## config.mk

```make
export PLATFORM = sky130hd
export DESIGN_NAME = adc_par_capture
export DESIGN_NICKNAME = d
export VERILOG_FILES = /design/src/rtl/adc_pkg.sv /design/src/rtl/adc_clk_gen.sv /design/src/rtl/adc_par_capture.sv
export SDC_FILE = /design/constraint.sdc
export NUM_CORES = 1
export LEC_CHECK = 0
export CORE_ASPECT_RATIO = 1.2
export CORE_MARGIN = 2
export CORE_UTILIZATION = 50
export CTS_BUF_LIST = sky130_fd_sc_hd__clkbuf_8
export DETAILED_ROUTE_END_ITERATION = 8
export HOLD_SLACK_MARGIN = 0.02
export PLACE_DENSITY = 0.8
export SLEW_MARGIN = 20
export SYNTH_ARGS = -nofsm -noshare
export SYNTH_HDL_FRONTEND = slang
export SYNTH_SLANG_ARGS = --single-unit
```

## constraint.sdc

```tcl
create_clock -name i_sysclk_40 -period 1.35 [get_ports i_sysclk_40]
set_input_delay 0.405 -clock i_sysclk_40 [delete_from_list [all_inputs] [get_ports i_sysclk_40]]
set_output_delay 0.405 -clock i_sysclk_40 [all_outputs]
set_load 0.005 [all_outputs]
```

## src/rtl/adc_pkg.sv

```systemverilog
// -----------------------------------------------------------------------------
// adc_pkg
// Shared definitions for the parallel ADC capture block: the power/run state
// encoding and the default values of the main build parameters.
// No ports (package).
// -----------------------------------------------------------------------------
package adc_pkg;

  // Power/run sequencing of the external ADC.
  typedef enum logic [1:0] {
    ST_OFF  = 2'd0,  // ADC powered down, conversion clock parked low
    ST_WAKE = 2'd1,  // ADC powered and clocked, samples not yet trusted
    ST_RUN  = 2'd2   // samples captured and decimated
  } adc_state_e;

  localparam int DEF_DATA_W      = 7;
  localparam int DEF_CLK_DIV     = 2;
  localparam int DEF_WAKE_CYCLES = 64;
  localparam int DEF_DEC_LOG2    = 0;
  localparam int MAX_DEC_LOG2    = 4;

endpackage : adc_pkg

```

## src/rtl/adc_clk_gen.sv

```systemverilog
// -----------------------------------------------------------------------------
// adc_clk_gen
// Divides the system clock down to the ADC conversion clock and marks the
// last high cycle of each ADC period, which is where the parallel bus is
// stable and gets sampled.
//
// Ports
//   clk      in   system clock
//   rst      in   synchronous, active-high reset
//   run      in   1 while the ADC is powered (clock toggles)
//   halt     in   1 when the ADC is about to be powered down; the phase
//                 counter is parked at 0 on the following edge
//   adc_clk  out  conversion clock: high for the first CLK_DIV/2 phases
//   capture  out  1 on the last high phase of every ADC period
// -----------------------------------------------------------------------------
module adc_clk_gen
  import adc_pkg::*;
#(
  parameter int CLK_DIV = DEF_CLK_DIV
) (
  input  logic clk,
  input  logic rst,
  input  logic run,
  input  logic halt,
  output logic adc_clk,
  output logic capture
);

  if (CLK_DIV < 2 || (CLK_DIV % 2) != 0) begin : g_bad_clk_div
    $fatal(1, "adc_clk_gen: CLK_DIV must be even and at least 2");
  end

  localparam int PH_W = $clog2(CLK_DIV);
  localparam logic [PH_W-1:0] PH_LAST = PH_W'(CLK_DIV - 1);
  localparam logic [PH_W-1:0] PH_HALF = PH_W'(CLK_DIV / 2);
  localparam logic [PH_W-1:0] PH_CAP  = PH_W'(CLK_DIV / 2 - 1);

  logic [PH_W-1:0] phase;

  // Parking the counter on 'halt' (not just '!run') makes it read 0 from the
  // very first powered-down cycle, so every power-up starts a fresh period.
  // NOTE: clocked state is always written with <= so every flop samples the
  // pre-edge values of its neighbours; a blocking = here would create
  // simulation/synthesis ordering mismatches.
  always_ff @(posedge clk) begin
    if (rst || !run || halt) begin
      phase <= '0;
    end else if (phase == PH_LAST) begin
      phase <= '0;
    end else begin
      phase <= phase + 1'b1;
    end
  end

  assign adc_clk = run && (phase < PH_HALF);
  assign capture = run && (phase == PH_CAP);

endmodule : adc_clk_gen

```

## src/rtl/adc_par_capture.sv

```systemverilog
// -----------------------------------------------------------------------------
// adc_par_capture
// Powers and clocks an external parallel-output ADC, waits out its wake-up
// time, samples its bus once per conversion clock, optionally converts
// offset-binary to two's complement, boxcar-sums 2^DEC_LOG2 samples and
// presents each sum on a valid/ready output with a sticky drop flag.
//
// Ports
//   i_sysclk_40     in   system clock (only clock)
//   i_rst           in   synchronous, active-high reset
//   i_enable        in   level: 1 = run the ADC, 0 = power it down
//   i_adc_data      in   ADC parallel bus, DATA_W bits
//   o_adc_pwrdn     out  1 while the ADC is powered down
//   o_adc_clk       out  ADC conversion clock
//   o_data          out  decimated sum, DATA_W+DEC_LOG2 bits
//   o_valid         out  o_data holds an untaken result
//   i_ready         in   consumer accepts o_data when o_valid is also 1
//   o_overflow      out  sticky: a result arrived while one was still held
//   i_clr_overflow  in   1-cycle pulse clearing o_overflow
//   o_running       out  1 while samples are being accepted
// -----------------------------------------------------------------------------
module adc_par_capture
  import adc_pkg::*;
#(
  parameter int DATA_W      = DEF_DATA_W,
  parameter int CLK_DIV     = DEF_CLK_DIV,
  parameter int WAKE_CYCLES = DEF_WAKE_CYCLES,
  parameter int DEC_LOG2    = DEF_DEC_LOG2,
  parameter int TWOS_COMP   = 0
) (
  input  logic                       i_sysclk_40,
  input  logic                       i_rst,
  input  logic                       i_enable,
  input  logic [DATA_W-1:0]          i_adc_data,
  output logic                       o_adc_pwrdn,
  output logic                       o_adc_clk,
  output logic [DATA_W+DEC_LOG2-1:0] o_data,
  output logic                       o_valid,
  input  logic                       i_ready,
  output logic                       o_overflow,
  input  logic                       i_clr_overflow,
  output logic                       o_running
);

  if (DEC_LOG2 < 0 || DEC_LOG2 > MAX_DEC_LOG2) begin : g_bad_dec_log2
    $fatal(1, "adc_par_capture: DEC_LOG2 must be in 0..4");
  end

  if (WAKE_CYCLES < 1) begin : g_bad_wake_cycles
    $fatal(1, "adc_par_capture: WAKE_CYCLES must be at least 1");
  end

  localparam int ACC_W       = DATA_W + DEC_LOG2;
  localparam int NUM_SAMPLES = 1 << DEC_LOG2;
  localparam int CNT_W       = DEC_LOG2 + 1;
  localparam int WAKE_W      = $clog2(WAKE_CYCLES + 1);

  localparam logic [CNT_W-1:0]  CNT_LAST  = CNT_W'(NUM_SAMPLES - 1);
  localparam logic [WAKE_W-1:0] WAKE_LAST = WAKE_W'(WAKE_CYCLES - 1);

  // XOR mask that flips the sample MSB (offset-binary -> two's complement).
  localparam logic [DATA_W-1:0] MSB_FLIP =
    (TWOS_COMP != 0) ? (DATA_W'(1) << (DATA_W - 1)) : '0;

  // ---------------------------------------------------------------------------
  // Power / run sequencing
  // ---------------------------------------------------------------------------
  adc_state_e        state;
  adc_state_e        state_next;
  logic [WAKE_W-1:0] wake_cnt;

  // NOTE: every signal assigned in an always_comb gets a default on the first
  // line; a path that leaves it unassigned would infer a latch.
  always_comb begin
    state_next = state;
    case (state)
      ST_OFF: begin
        if (i_enable) state_next = ST_WAKE;
      end
      ST_WAKE: begin
        if (!i_enable)                  state_next = ST_OFF;
        else if (wake_cnt == WAKE_LAST) state_next = ST_RUN;
      end
      ST_RUN: begin
        if (!i_enable) state_next = ST_OFF;
      end
      default: state_next = ST_OFF;
    endcase
  end

  // wake_cnt is 0 on the first WAKE cycle, so WAKE lasts exactly
  // WAKE_CYCLES cycles and restarts in full after any power-down.
  always_ff @(posedge i_sysclk_40) begin
    if (i_rst) begin
      state    <= ST_OFF;
      wake_cnt <= '0;
    end else begin
      state <= state_next;
      if (state == ST_WAKE && state_next == ST_WAKE) begin
        wake_cnt <= wake_cnt + 1'b1;
      end else begin
        wake_cnt <= '0;
      end
    end
  end

  assign o_adc_pwrdn = (state == ST_OFF);
  assign o_running   = (state == ST_RUN);

  // ---------------------------------------------------------------------------
  // Conversion clock and capture strobe
  // ---------------------------------------------------------------------------
  logic capture_strobe;

  adc_clk_gen #(
    .CLK_DIV (CLK_DIV)
  ) u_clk_gen (
    .clk     (i_sysclk_40),
    .rst     (i_rst),
    .run     (state != ST_OFF),
    .halt    (!i_enable),
    .adc_clk (o_adc_clk),
    .capture (capture_strobe)
  );

  // WAKE-period strobes still occur but are ignored here.
  logic capture_run;
  assign capture_run = capture_strobe && (state == ST_RUN);

  // ---------------------------------------------------------------------------
  // Capture register: one cycle between the bus sample and the adder
  // ---------------------------------------------------------------------------
  logic [DATA_W-1:0] sample_q;
  logic              sample_vld;
  logic [ACC_W-1:0]  sample_ext;

  // NOTE: the datapath registers are reset along with the control state, so
  // nothing observable after reset depends on what was captured before it;
  // there is no storage array here that would need to be left unreset.
  always_ff @(posedge i_sysclk_40) begin
    if (i_rst) begin
      sample_q   <= '0;
      sample_vld <= 1'b0;
    end else begin
      sample_vld <= capture_run;
      if (capture_run) begin
        sample_q <= i_adc_data ^ MSB_FLIP;
      end
    end
  end

  // Signed samples are sign-extended so the modular sum in ACC_W bits is the
  // exact signed total; unsigned samples are zero-extended.
  always_comb begin
    if (TWOS_COMP != 0) begin
      sample_ext = ACC_W'($signed(sample_q));
    end else begin
      sample_ext = ACC_W'(sample_q);
    end
  end

  // ---------------------------------------------------------------------------
  // Boxcar accumulator
  // ---------------------------------------------------------------------------
  logic [ACC_W-1:0] acc;
  logic [ACC_W-1:0] sum;
  logic [CNT_W-1:0] cnt;
  logic             result_ready;

  assign sum = acc + sample_ext;

  // A sample still in flight when RUN ends is discarded with the partial sum.
  assign result_ready = sample_vld && (state == ST_RUN) && (cnt == CNT_LAST);

  always_ff @(posedge i_sysclk_40) begin
    if (i_rst) begin
      acc <= '0;
      cnt <= '0;
    end else if (state != ST_RUN) begin
      acc <= '0;
      cnt <= '0;
    end else if (sample_vld) begin
      if (cnt == CNT_LAST) begin
        acc <= '0;
        cnt <= '0;
      end else begin
        acc <= sum;
        cnt <= cnt + 1'b1;
      end
    end
  end

  // ---------------------------------------------------------------------------
  // Output register and handshake
  // ---------------------------------------------------------------------------
  logic out_free;
  logic drop;

  // The slot is free if empty or being taken this very cycle.
  assign out_free = !o_valid || i_ready;
  assign drop     = result_ready && !out_free;

  always_ff @(posedge i_sysclk_40) begin
    if (i_rst) begin
      o_data     <= '0;
      o_valid    <= 1'b0;
      o_overflow <= 1'b0;
    end else begin
      if (result_ready && out_free) begin
        o_data  <= sum;
        o_valid <= 1'b1;
      end else if (o_valid && i_ready) begin
        o_valid <= 1'b0;
      end

      // A drop in the same cycle as a clear leaves the flag set.
      if (drop) begin
        o_overflow <= 1'b1;
      end else if (i_clr_overflow) begin
        o_overflow <= 1'b0;
      end
    end
  end

endmodule : adc_par_capture

```

==> results.sh <==
export IMPL_grt_ovfl_total=0
export IMPL_grt_max_degree=18
export IMPL_synth_top_cells_by_count="27 x sky130_fd_sc_hd__dfxtp_1, 14 x sky130_fd_sc_hd__nor2_1, 10 x sky130_fd_sc_hd__a21oi_1"
export IMPL_number_of_flops_mapped_to_enable_cells_by_yosys=0
export IMPL_floorplan_rows=18
export IMPL_failed_checks="negative setup slack"
export IMPL_power_per_cell_area_nw_per_um2=879.5
export IMPL_postRouteAntennaNets=0
export IMPL_series_of_cell_instances_along_the_critical_path="buf_6 -> inv_4 -> nand2_4 -> inv_2 -> buf_6"
export IMPL_detailedRoute_firstPassIterationCount=5
export IMPL_clk_insertion_delay_late_ns=0.26
export IMPL_critPathMaxFanout=2
export IMPL_path_class="reg2out"
export IMPL_cts_hold_buf=0
export IMPL_drt_iter0_drc=19
export IMPL_fin_area_um2=1483
export IMPL_dieArea_um2=2470
export IMPL_p_leak_nw=0.6020
export IMPL_fmaxAchievable_mhz=734.5
export IMPL_route_detailed_wl_per_inst_um=14.54
export IMPL_detailed_route_drc_error_count=0
export IMPL_final_min_period_over_clock_period_pct=100.8
export IMPL_hold_wc_startpoint="wake_cnt[0]"
export IMPL_cts_root_buffer_cell="sky130_fd_sc_hd__clkbuf_8"
export IMPL_port_buffer_count=23
export IMPL_flow_area_growth_from_synthesis_pct=42.09
export IMPL_maxCapViolCount=0
export IMPL_clkTransAtPathRegs_ns=0.08
export IMPL_worst_hold_path_type="reg2reg"
export IMPL_postSynthNetCount=122
export IMPL_n_antenna_cell=0
export IMPL_cts_made_buffers=3
export IMPL_timing_critical_path_slowest_stage_cell="sky130_fd_sc_hd__dfxtp_2"
export IMPL_synth_top_flop_cell="sky130_fd_sc_hd__dfxtp_1"
export IMPL_max_slew_worst_pin_slew_ns=0.3705
export IMPL_synth_lib_cells_used_distinct=30
export IMPL_final_layout_size_suffix_gt1_share_pct=28.77
export IMPL_final_setup_skew_ns=0.001244
export IMPL_pre_cts_slack_ns=-0.2507
export IMPL_hold_viol_final=0
export IMPL_synthesis_instances=109
export IMPL_cts_htree_levels=1
export IMPL_maximum_clock_insertion_buffer_count=2
export IMPL_die_h_um=54.05
export IMPL_critical_path_n_buffers_inverters=4
export IMPL_worst_setup_path_startpoint="state[0]"
export IMPL_regToRegStartpoint="state[0]"
export IMPL_grt_first_pass_wirelength_um=3684
export IMPL_synth_seq_area_share_pct=51.80
export IMPL_ys_ff_latch=27
export IMPL_die_width_um=45.71
export IMPL_number_of_nets_in_the_finished_design=160
export IMPL_max_slew_margin_pct=75.15
export IMPL_vias=906
export IMPL_core_area_um2=2027
export IMPL_syn_mean_instance_area_um2=9.573
export IMPL_worst_setup_path_end_kind="output pin"
export IMPL_grt_setup_unrepaired="true"
export IMPL_grt_antenna_before_repair=0
export IMPL_timing_critical_path_required_ns=0.95
export IMPL_hold_worst_slack_ns=0.4616
export IMPL_crit_top_cell="sky130_fd_sc_hd__buf_6"
export IMPL_grt_use_total_pct=21.21
export IMPL_post_synth_top_area_fraction_pct=51.80
export IMPL_initial_utilization_pct=51.48
export IMPL_setup_violations_final=1
export IMPL_cts_tree="done"
export IMPL_yosys_warnings=0
export IMPL_wl_um=2414
export IMPL_detailed_place_area_um2=1350
export IMPL_period_needed_ns=1.361
export IMPL_post_dp_hpwl_um=1663
export IMPL_first_global_vias=854
export IMPL_asyncSetResetFlopFracSynth_pct=0
export IMPL_synthMostInstantiatedCell="sky130_fd_sc_hd__dfxtp_1"
export IMPL_result_of_the_run="finished, violations left"
export IMPL_globalplace_congestion=0.7874
export IMPL_critPathMaxStageDelay_ns=0.37
export IMPL_netlist_top_cell_by_area="sky130_fd_sc_hd__dfxtp_1"
export IMPL_post_synth_main_area_contributors="sky130_fd_sc_hd__dfxtp_1 52%, sky130_fd_sc_hd__mux2i_1 6.7%, sky130_fd_sc_hd__nor2_1 5.0%"
export IMPL_cp_start_kind="flip-flop"
export IMPL_cp_top_family="flip-flops"
export IMPL_io_pin_count=24
export IMPL_fin_ws_ns=-0.01141
export IMPL_slew_viol_final=0
export IMPL_viasPerCell=5.458
export IMPL_number_of_sinks_handled_by_clock_tree_synthesis=27
export IMPL_mappedNetlistArea_um2=1044
export IMPL_cp_data_arrival_time_ns=0.96
export IMPL_worst_ir_drop_vdd_v=0.0008478
-- routing by layer --
metal / part of all wire (%) / track usage, %
met1: 39 / 23.40
met2: 56 / 39.67
met3: 3.6 / 2.013
met4: 1.7 / 10.00
met5: 0 / 0
-- report_power, final --
| group | leakage (nW) | internal, mW | total, mW | switching (mW) |
|---|---|---|---|---|
| Clock | 0.0269 | 0.203 | 0.419 | 0.216 |
| Combinational | 0.354 | 0.0505 | 0.0823 | 0.0318 |
| Sequential | 0.221 | 0.799 | 0.803 | 0.00377 |
-- what timing repair did --
item / CTS / global route
pin swaps: 2 / 3
setup endpoints to repair: 15 / 20
resized for setup: 29 / 22
buffers inserted: 3 / 1
-- layout make-up --
class,instances,area (µm²)
clock inverter,1,3.754
timing repair buffer,38,337.8
fill,159,544.3
inverter,3,13.76
tap,20,25.02
multi-input combinational,74,511.7
sequential,27,549.3
clock buffer,3,41.29
-- logic make-up after synthesis --
group | count (synthesis) | share of synthesized area [%]
xor gates and xnor gates | 3 | 2.518
DFF | 27 | 51.80
AOI/OAI and AO/OA | 21 | 10.91
adders and majority gates | 1 | 1.199
buffers and inverters | 8 | 4.077
and+or+nand+nor | 42 | 22.78
muxes | 7 | 6.715
-- cell usage in the layout (no fill, tap or decap), drive strengths merged --
cell type	Yosys	layout
nand2	2	2
o21ai	8	8
nor3b	1	1
and4bb	1	1
and3	1	1
clkbuf	2	5
o31ai	1	1
nand4	1	1
ha	1	1
xnor2	1	1
nor3	3	3
a21oi	10	10
nor2b	2	2
o211a	1	1
nor2	14	14
mux2i	7	7
xor2	2	2
dfxtp	27	27
dlygate4sd2	0	9
nand3	9	9
or3	3	3
nand3b	1	1
and3b	1	1
nand2b	2	2
nor4	1	1
inv	3	4
buf	3	16
clkdlybuf4s50	0	11
o22ai	1	1
-- per-stage QoR --
stage | std cells | total power [mW] | setup TNS, ns | util, %
final | 166 | 1.304 | -0.01141 | 73.15
after global routing | 166 | 1.346 | -0.1723 | 73.15
after CTS | 165 | 1.315 | -0.09615 | 70.31
after detailed placement | 158 | 0.8951 | -3.265 | 66.60
after global placement | 158 | 0.8938 | -2.630 | 66.60
after floorplan | 109 | 0.8435 | 0 | -
-- registers in the layout, summed over array words and instances (netlist names) --
name	flops
o_data	7
sample_ext	7
wake_cnt	7
state	2
o_overflow	1
o_valid	1
sample_vld	1
u_clk_gen.phase	1
-- final timing paths --
| check | to | slack (ns) | cells after the start |
|---|---|---|---|
| min reg2reg | wake_cnt[0] | 0.46 | 1 |
| max reg2reg | sample_ext[1] | 0.02 | 6 |
| max | o_running | -0.01 | 5 |
| min | wake_cnt[0] | 0.46 | 1 |
(Power assumes the default switching activity.)
==> variant 1, RTL diff (config.mk and constraints unchanged) <==
The parameter `TWOS_COMP` goes from 0 to 1.
--- a/src/rtl/adc_par_capture.sv
+++ b/src/rtl/adc_par_capture.sv
@@ -28,3 +28,3 @@
   parameter int DEC_LOG2    = DEF_DEC_LOG2,
-  parameter int TWOS_COMP   = 0
+  parameter int TWOS_COMP   = 1
 ) (
Formal check against the unedited RTL: same outputs for any inputs over 10 cycles, from zero or initial values and one cycle with i_rst high; that may be too few to reach the edited logic, so the function may still have changed.
==> variant 1 against the original RTL <==
The flow still finishes with violations (setup timing). Non-clock buffer count grew 1. Setup slack worse by 0.065 ns. Routed wire length is 2.2% lower. Sequential cell count unchanged. Power is 3.2% higher. Sequential power down 0.5%. Die area grew 1.4%. Design area up 1.5%. Final cell count is 1.8% lower. Synthesized area grew 1.6%. Critical path type unchanged. Largest cell class unchanged.
==> variant 1: results (changes against the original RTL) <==
INFO  metric worstPathMaxFanout = 3 (was 2)
INFO  metric worstHoldStart = sample_ext[3]$_SDFFE_PP0P_ (was wake_cnt[0]$_SDFF_PP0_)
INFO  metric timing.reg2reg.setup_slack = -0.04 ns (was 0.02 ns)
INFO  metric timing.setup.tns = -0.261 ns (was -0.0114 ns)
INFO  metric worst_hold_path.num_cells = 2 (was 1)
INFO  metric detail_route.wirelength.met1 = 954 um (was 937 um)
INFO  metric post_drt_wl_per_cell = 14.5 um (about the same)
INFO  metric nNetsFinal = 157 (was 160)
INFO  metric run_status = finished with violations (unchanged)
INFO  metric count_of_endpoints_failing_setup_in_the_final_report = 11 (was 1)
INFO  metric grt_first_pass_wirelength = 3.28 mm (was 3.68 mm)
INFO  metric dpl-instance-area = 0.00136 sq mm (was 0.00135 sq mm)
INFO  metric drt_first_pass_iters = 4 (was 5)
INFO  metric vias = 844 (was 906)
INFO  metric gp_congestion = 0.759 (was 0.787)
INFO  metric post-dp-hpwl = 1.51 mm (was 1.66 mm)
INFO  metric num-fill-cells = 153 (was 159)
INFO  metric worst_clock_skew = 0.00578 ns (was 0.00124 ns)
INFO  metric fin_ws = -0.0766 ns (was -0.0114 ns)
INFO  metric detail_route.iter0.violations = 7 (was 19)
INFO  metric synth_commonest_cells = sky130_fd_sc_hd__dfxtp_1 (27), sky130_fd_sc_hd__nand2_1 (15), sky130_fd_sc_hd__mux2i_1 (13), sky130_fd_sc_hd__nor2_1 (13), sky130_fd_sc_hd__xor2_1 (3) (was sky130_fd_sc_hd__dfxtp_1 (27), sky130_fd_sc_hd__nor2_1 (14), sky130_fd_sc_hd__a21oi_1 (10), sky130_fd_sc_hd__nand3_1 (9), sky130_fd_sc_hd__o21ai_0 (8))
INFO  metric drive_above_1_share = 32.9% (was 28.8%)
INFO  metric netlist_top_cells_area = sky130_fd_sc_hd__dfxtp_1 (51%), sky130_fd_sc_hd__mux2i_1 (12%), sky130_fd_sc_hd__nand2_1 (5.3%), sky130_fd_sc_hd__nor2_1 (4.6%), sky130_fd_sc_hd__xor2_1 (2.5%) (was sky130_fd_sc_hd__dfxtp_1 (52%), sky130_fd_sc_hd__mux2i_1 (6.7%), sky130_fd_sc_hd__nor2_1 (5.0%), sky130_fd_sc_hd__a21oi_1 (4.8%), sky130_fd_sc_hd__nand3_1 (4.3%))
INFO  metric postSynthNetCount = 117 (was 122)
INFO  metric grt_max_degree = 16 (was 18)
INFO  metric vdd_drop_max = 895 uV (was 848 uV)
INFO  metric place.port_buffers = 23 (unchanged)
INFO  metric groute.usage.overall = 18.7% (was 21.2%)
INFO  metric cellLeakagePower = 0.603 nW (was 0.602 nW)
INFO  metric r2r_end = o_data[1]$_SDFFE_PP0P_ (was sample_ext[1]$_SDFFE_PP0P_)
INFO  metric worst_slew_pin_slew = 0.299 ns (was 0.371 ns)
INFO  metric yosysUniqueCellTypes = 31 (was 30)
INFO  metric failing_checks = setup timing (unchanged)
variant 1: changes by cell type after synthesis, sizes merged, moves of 2 or more:
cell and delta:
a211oi +2, a21oi -8, and2 +2, clkbuf -2, mux2i +6, nand2 +14
nand3 -6, o21ai -7, or3 -2
variant 1: stage by stage:
step,hold slack (ns),std cells,total power [mW]
5_1_grt,0.478,163,1.39
6_report,0.457,163,1.35
2_1_floorplan,0.429,104,0.843
3_5_place_dp,0.453,152,0.903
4_1_cts,0.458,158,1.35
3_3_place_gp,0.438,152,0.901
variant 1: worst max path at each step:
| stage | start | end | slack [ns] | depth (start not counted) |
|---|---|---|---|---|
| after floorplan | wake_cnt[0]$_SDFF_PP0_ | wake_cnt[3]$_SDFF_PP0_ | 0.20 | 4 |
| after global placement | i_ready | o_data[5]$_SDFFE_PP0P_ | -0.20 | 5 |
| after detailed placement | i_ready | o_data[1]$_SDFFE_PP0P_ | -0.24 | 5 |
| after CTS | state[1]$_SDFF_PP0_ | o_running | -0.16 | 3 |
| after global routing | state[0]$_SDFF_PP0_ | o_data[1]$_SDFFE_PP0P_ | -0.12 | 6 |
| final | state[1]$_SDFF_PP0_ | o_adc_clk | -0.08 | 4 |
variant 1: cell families after synthesis:
family	synth area share, %
buf+inv	4.13
fa+ha+maj	1.18
flops	51.0
compound gates	8.38
simple gates	20.5
mux	12.3
xor+xnor	2.48
variant 1: layout make-up:
cell class              count  area, sq um  share of cell area (%)
clock inverters             1         5.00                   0.333
flip-flops and latches     27          558                    37.1
multi-input cells          70          509                    33.8
clock buffers               3         41.3                    2.74
repair buffers             39          355                    23.6
well taps                  20         25.0                    1.66
inverters                   3         11.3                   0.748
variant 1: repair_timing:
action	in CTS	in global routing
cloned	0	1
setup buffers	2	4
endpoints found under the setup margin	12	19
gates resized for setup	32	14
pin swaps	2	3
variant 1: critical path, stage by stage, from the launching register on:
cell and delay, ns:
sky130_fd_sc_hd__dfxtp_4 0.36, sky130_fd_sc_hd__buf_6 0.11, sky130_fd_sc_hd__nor2_4 0.11, sky130_fd_sc_hd__nor2_1 0.05, sky130_fd_sc_hd__buf_2 0.12
variant 1: power by group through the flow:
| stage | Sequential [mW] | Clock, mW | Combinational, mW |
|---|---|---|---|
| after floorplan | 0.821 | 0 | 0.0221 |
| after global placement | 0.820 | 0 | 0.0807 |
| after detailed placement | 0.820 | 0 | 0.0826 |
| after CTS | 0.802 | 0.468 | 0.0852 |
| after global routing | 0.800 | 0.493 | 0.0984 |
| final | 0.799 | 0.454 | 0.0923 |
variant 1: metal layers:
| layer | track usage, % | vias up |
|---|---|---|
| met5 | 0 | - |
| met4 | 8.57 | 0 |
| met3 | 3.96 | 4 |
| met2 | 34.7 | 17 |
| met1 | 19.4 | 396 |
| li1 | - | 427 |
==> variant 2, RTL diff (same settings) <==
Made on the original files. Put one more register stage on the output `o_overflow`, without a reset. The value now appears one clock later. The other outputs are not delayed to match. Comments in the files are not updated.
--- a/src/rtl/adc_par_capture.sv
+++ b/src/rtl/adc_par_capture.sv
@@ -44,2 +44,4 @@
 
+  logic o_overflow_s0;
+
   if (DEC_LOG2 < 0 || DEC_LOG2 > MAX_DEC_LOG2) begin : g_bad_dec_log2
@@ -206,3 +208,3 @@
       o_valid    <= 1'b0;
-      o_overflow <= 1'b0;
+      o_overflow_s0 <= 1'b0;
     end else begin
@@ -217,7 +219,11 @@
       if (drop) begin
-        o_overflow <= 1'b1;
+        o_overflow_s0 <= 1'b1;
       end else if (i_clr_overflow) begin
-        o_overflow <= 1'b0;
-      end
-    end
+        o_overflow_s0 <= 1'b0;
+      end
+    end
+  end
+
+  always_ff @(posedge i_sysclk_40) begin
+    o_overflow <= o_overflow_s0;
   end
Behaviour: no difference found for any inputs over 10 cycles, from zero or initial values and one cycle with i_rst high; that may be too few to reach the edited logic, so the function may still have changed.
==> variant 2 against the original RTL <==
The run still ends with setup timing left. Synthesized area up 1.9%. Setup slack got worse by 0.0049 ns. Sequential cell count up 1. Design area grew 0.34%. Clock skew up 0.0017 ns. Power grew 8.5%. Global-route usage is 2.2 points lower. Routed wire length is 4.2% lower. Largest cell class unchanged. Largest power group unchanged.
==> variant 2: results (changes against the original RTL) <==
INFO  metric detailed_route_wire_length = 2.31 mm (was 2.41 mm)
INFO  metric worstPathMaxFanout = 3 (was 2)
INFO  metric post_synth_fa_ha_maj_area_fraction = 1.18% (was 1.20%)
INFO  metric maxSlewHeadroom = 76.8% (was 75.2%)
INFO  metric groute.usage.overall = 19.1% (was 21.2%)
INFO  metric holdWs = 0.351 ns (was 0.462 ns)
INFO  metric worstHoldStart = o_overflow_s0$_SDFFE_PP0P_ (was wake_cnt[0]$_SDFF_PP0_)
INFO  metric detail_route.iter0.violations = 11 (was 19)
INFO  metric cellLeakagePower = 0.608 nW (was 0.602 nW)
INFO  metric synth_seq_area_share = 52.7% (was 51.8%)
INFO  metric gp_congestion = 0.728 (was 0.787)
INFO  metric r2r_end = sample_ext[2]$_SDFFE_PP0P_ (was sample_ext[1]$_SDFFE_PP0P_)
INFO  metric crit-reg2reg-launch = state[1]$_SDFF_PP0_ (was state[0]$_SDFF_PP0_)
INFO  metric postSynthNetCount = 123 (was 122)
INFO  metric fin_ws = -0.0163 ns (was -0.0114 ns)
INFO  metric run_status = finished with violations (unchanged)
INFO  metric dpl-instance-area = 0.00137 sq mm (was 0.00135 sq mm)
INFO  metric post_synth_xor_area_fraction = 2.47% (was 2.52%)
INFO  metric num-fill-cells = 160 (was 159)
INFO  metric pre_cts_setup_slack = -0.238 ns (was -0.251 ns)
INFO  metric post-dp-hpwl = 1.64 mm (was 1.66 mm)
INFO  metric netlist_top_cells_area = sky130_fd_sc_hd__dfxtp_1 (53%), sky130_fd_sc_hd__mux2i_1 (6.6%), sky130_fd_sc_hd__nor2_1 (4.9%), sky130_fd_sc_hd__a21oi_1 (4.7%), sky130_fd_sc_hd__nand3_1 (4.2%) (was sky130_fd_sc_hd__dfxtp_1 (52%), sky130_fd_sc_hd__mux2i_1 (6.7%), sky130_fd_sc_hd__nor2_1 (5.0%), sky130_fd_sc_hd__a21oi_1 (4.8%), sky130_fd_sc_hd__nand3_1 (4.3%))
INFO  metric count_of_endpoints_failing_setup_in_the_final_report = 1 (unchanged)
INFO  metric drt_first_pass_iters = 4 (was 5)
INFO  metric detail_route.wirelength.met1 = 906 um (was 937 um)
INFO  metric hold_end = o_overflow$_DFF_P_ (was wake_cnt[0]$_SDFF_PP0_)
INFO  metric failing_checks = setup timing (unchanged)
INFO  metric synth.mux.area_fraction = 6.59% (was 6.71%)
INFO  metric drive_above_1_share = 27.4% (was 28.8%)
## variant 2: per-layer routing
layer,GRT usage (%),vias to the layer above
li1,-,457
met1,18.6,425
met2,37.3,18
met5,0,-
met3,2.97,5
met4,9.52,0
## variant 2: report_power, final
group,internal (mW),switching (mW)
Sequential,0.826,0.00368
Combinational,0.0469,0.0284
Clock,0.261,0.250
## variant 2: layout make-up
class | count | area (sq um) | share of cell area (%)
repair buffers | 37 | 327 | 22.0
multi-input cells | 74 | 495 | 33.3
flip-flops and latches | 28 | 574 | 38.6
inverters | 3 | 11.3 | 0.757
clock buffers | 4 | 55.1 | 3.70
well taps | 20 | 25.0 | 1.68
## variant 2: timing repair
action                                  in CTS  in global routing
setup buffers                                2                  1
pin swaps                                    1                  2
endpoints found under the setup margin      16                 16
hold endpoints to repair                     0                  0
gates resized for setup                     31                 15
## variant 2: worst max-delay path by stage
stage                                        end  slack, ns  cells after the start
after floorplan           wake_cnt[1]$_SDFF_PP0_       0.11                      4
after global placement    wake_cnt[4]$_SDFF_PP0_      -0.20                      4
after detailed placement  o_data[2]$_SDFFE_PP0P_      -0.24                      4
after CTS                              o_adc_clk      -0.04                      3
after global routing                   o_running      -0.05                      4
final                                  o_running      -0.02                      4
## variant 2: worst reg2reg max path, delay by kind of cell, from the launching register on
family                 cells  cell delay [ns]
buffers and inverters      3             0.37
flip-flops                 1             0.38
multiplexers               1             0.20
AND/OR/NAND/NOR            2             0.27
## variant 2: stage by stage
| stage | cells | utilization [%] |
|---|---|---|
| 2_1_floorplan | 110 | - |
| 3_3_place_gp | 159 | 67.6 |
| 3_5_place_dp | 159 | 67.6 |
| 4_1_cts | 165 | 71.4 |
| 5_1_grt | 166 | 73.4 |
| 6_report | 166 | 73.4 |
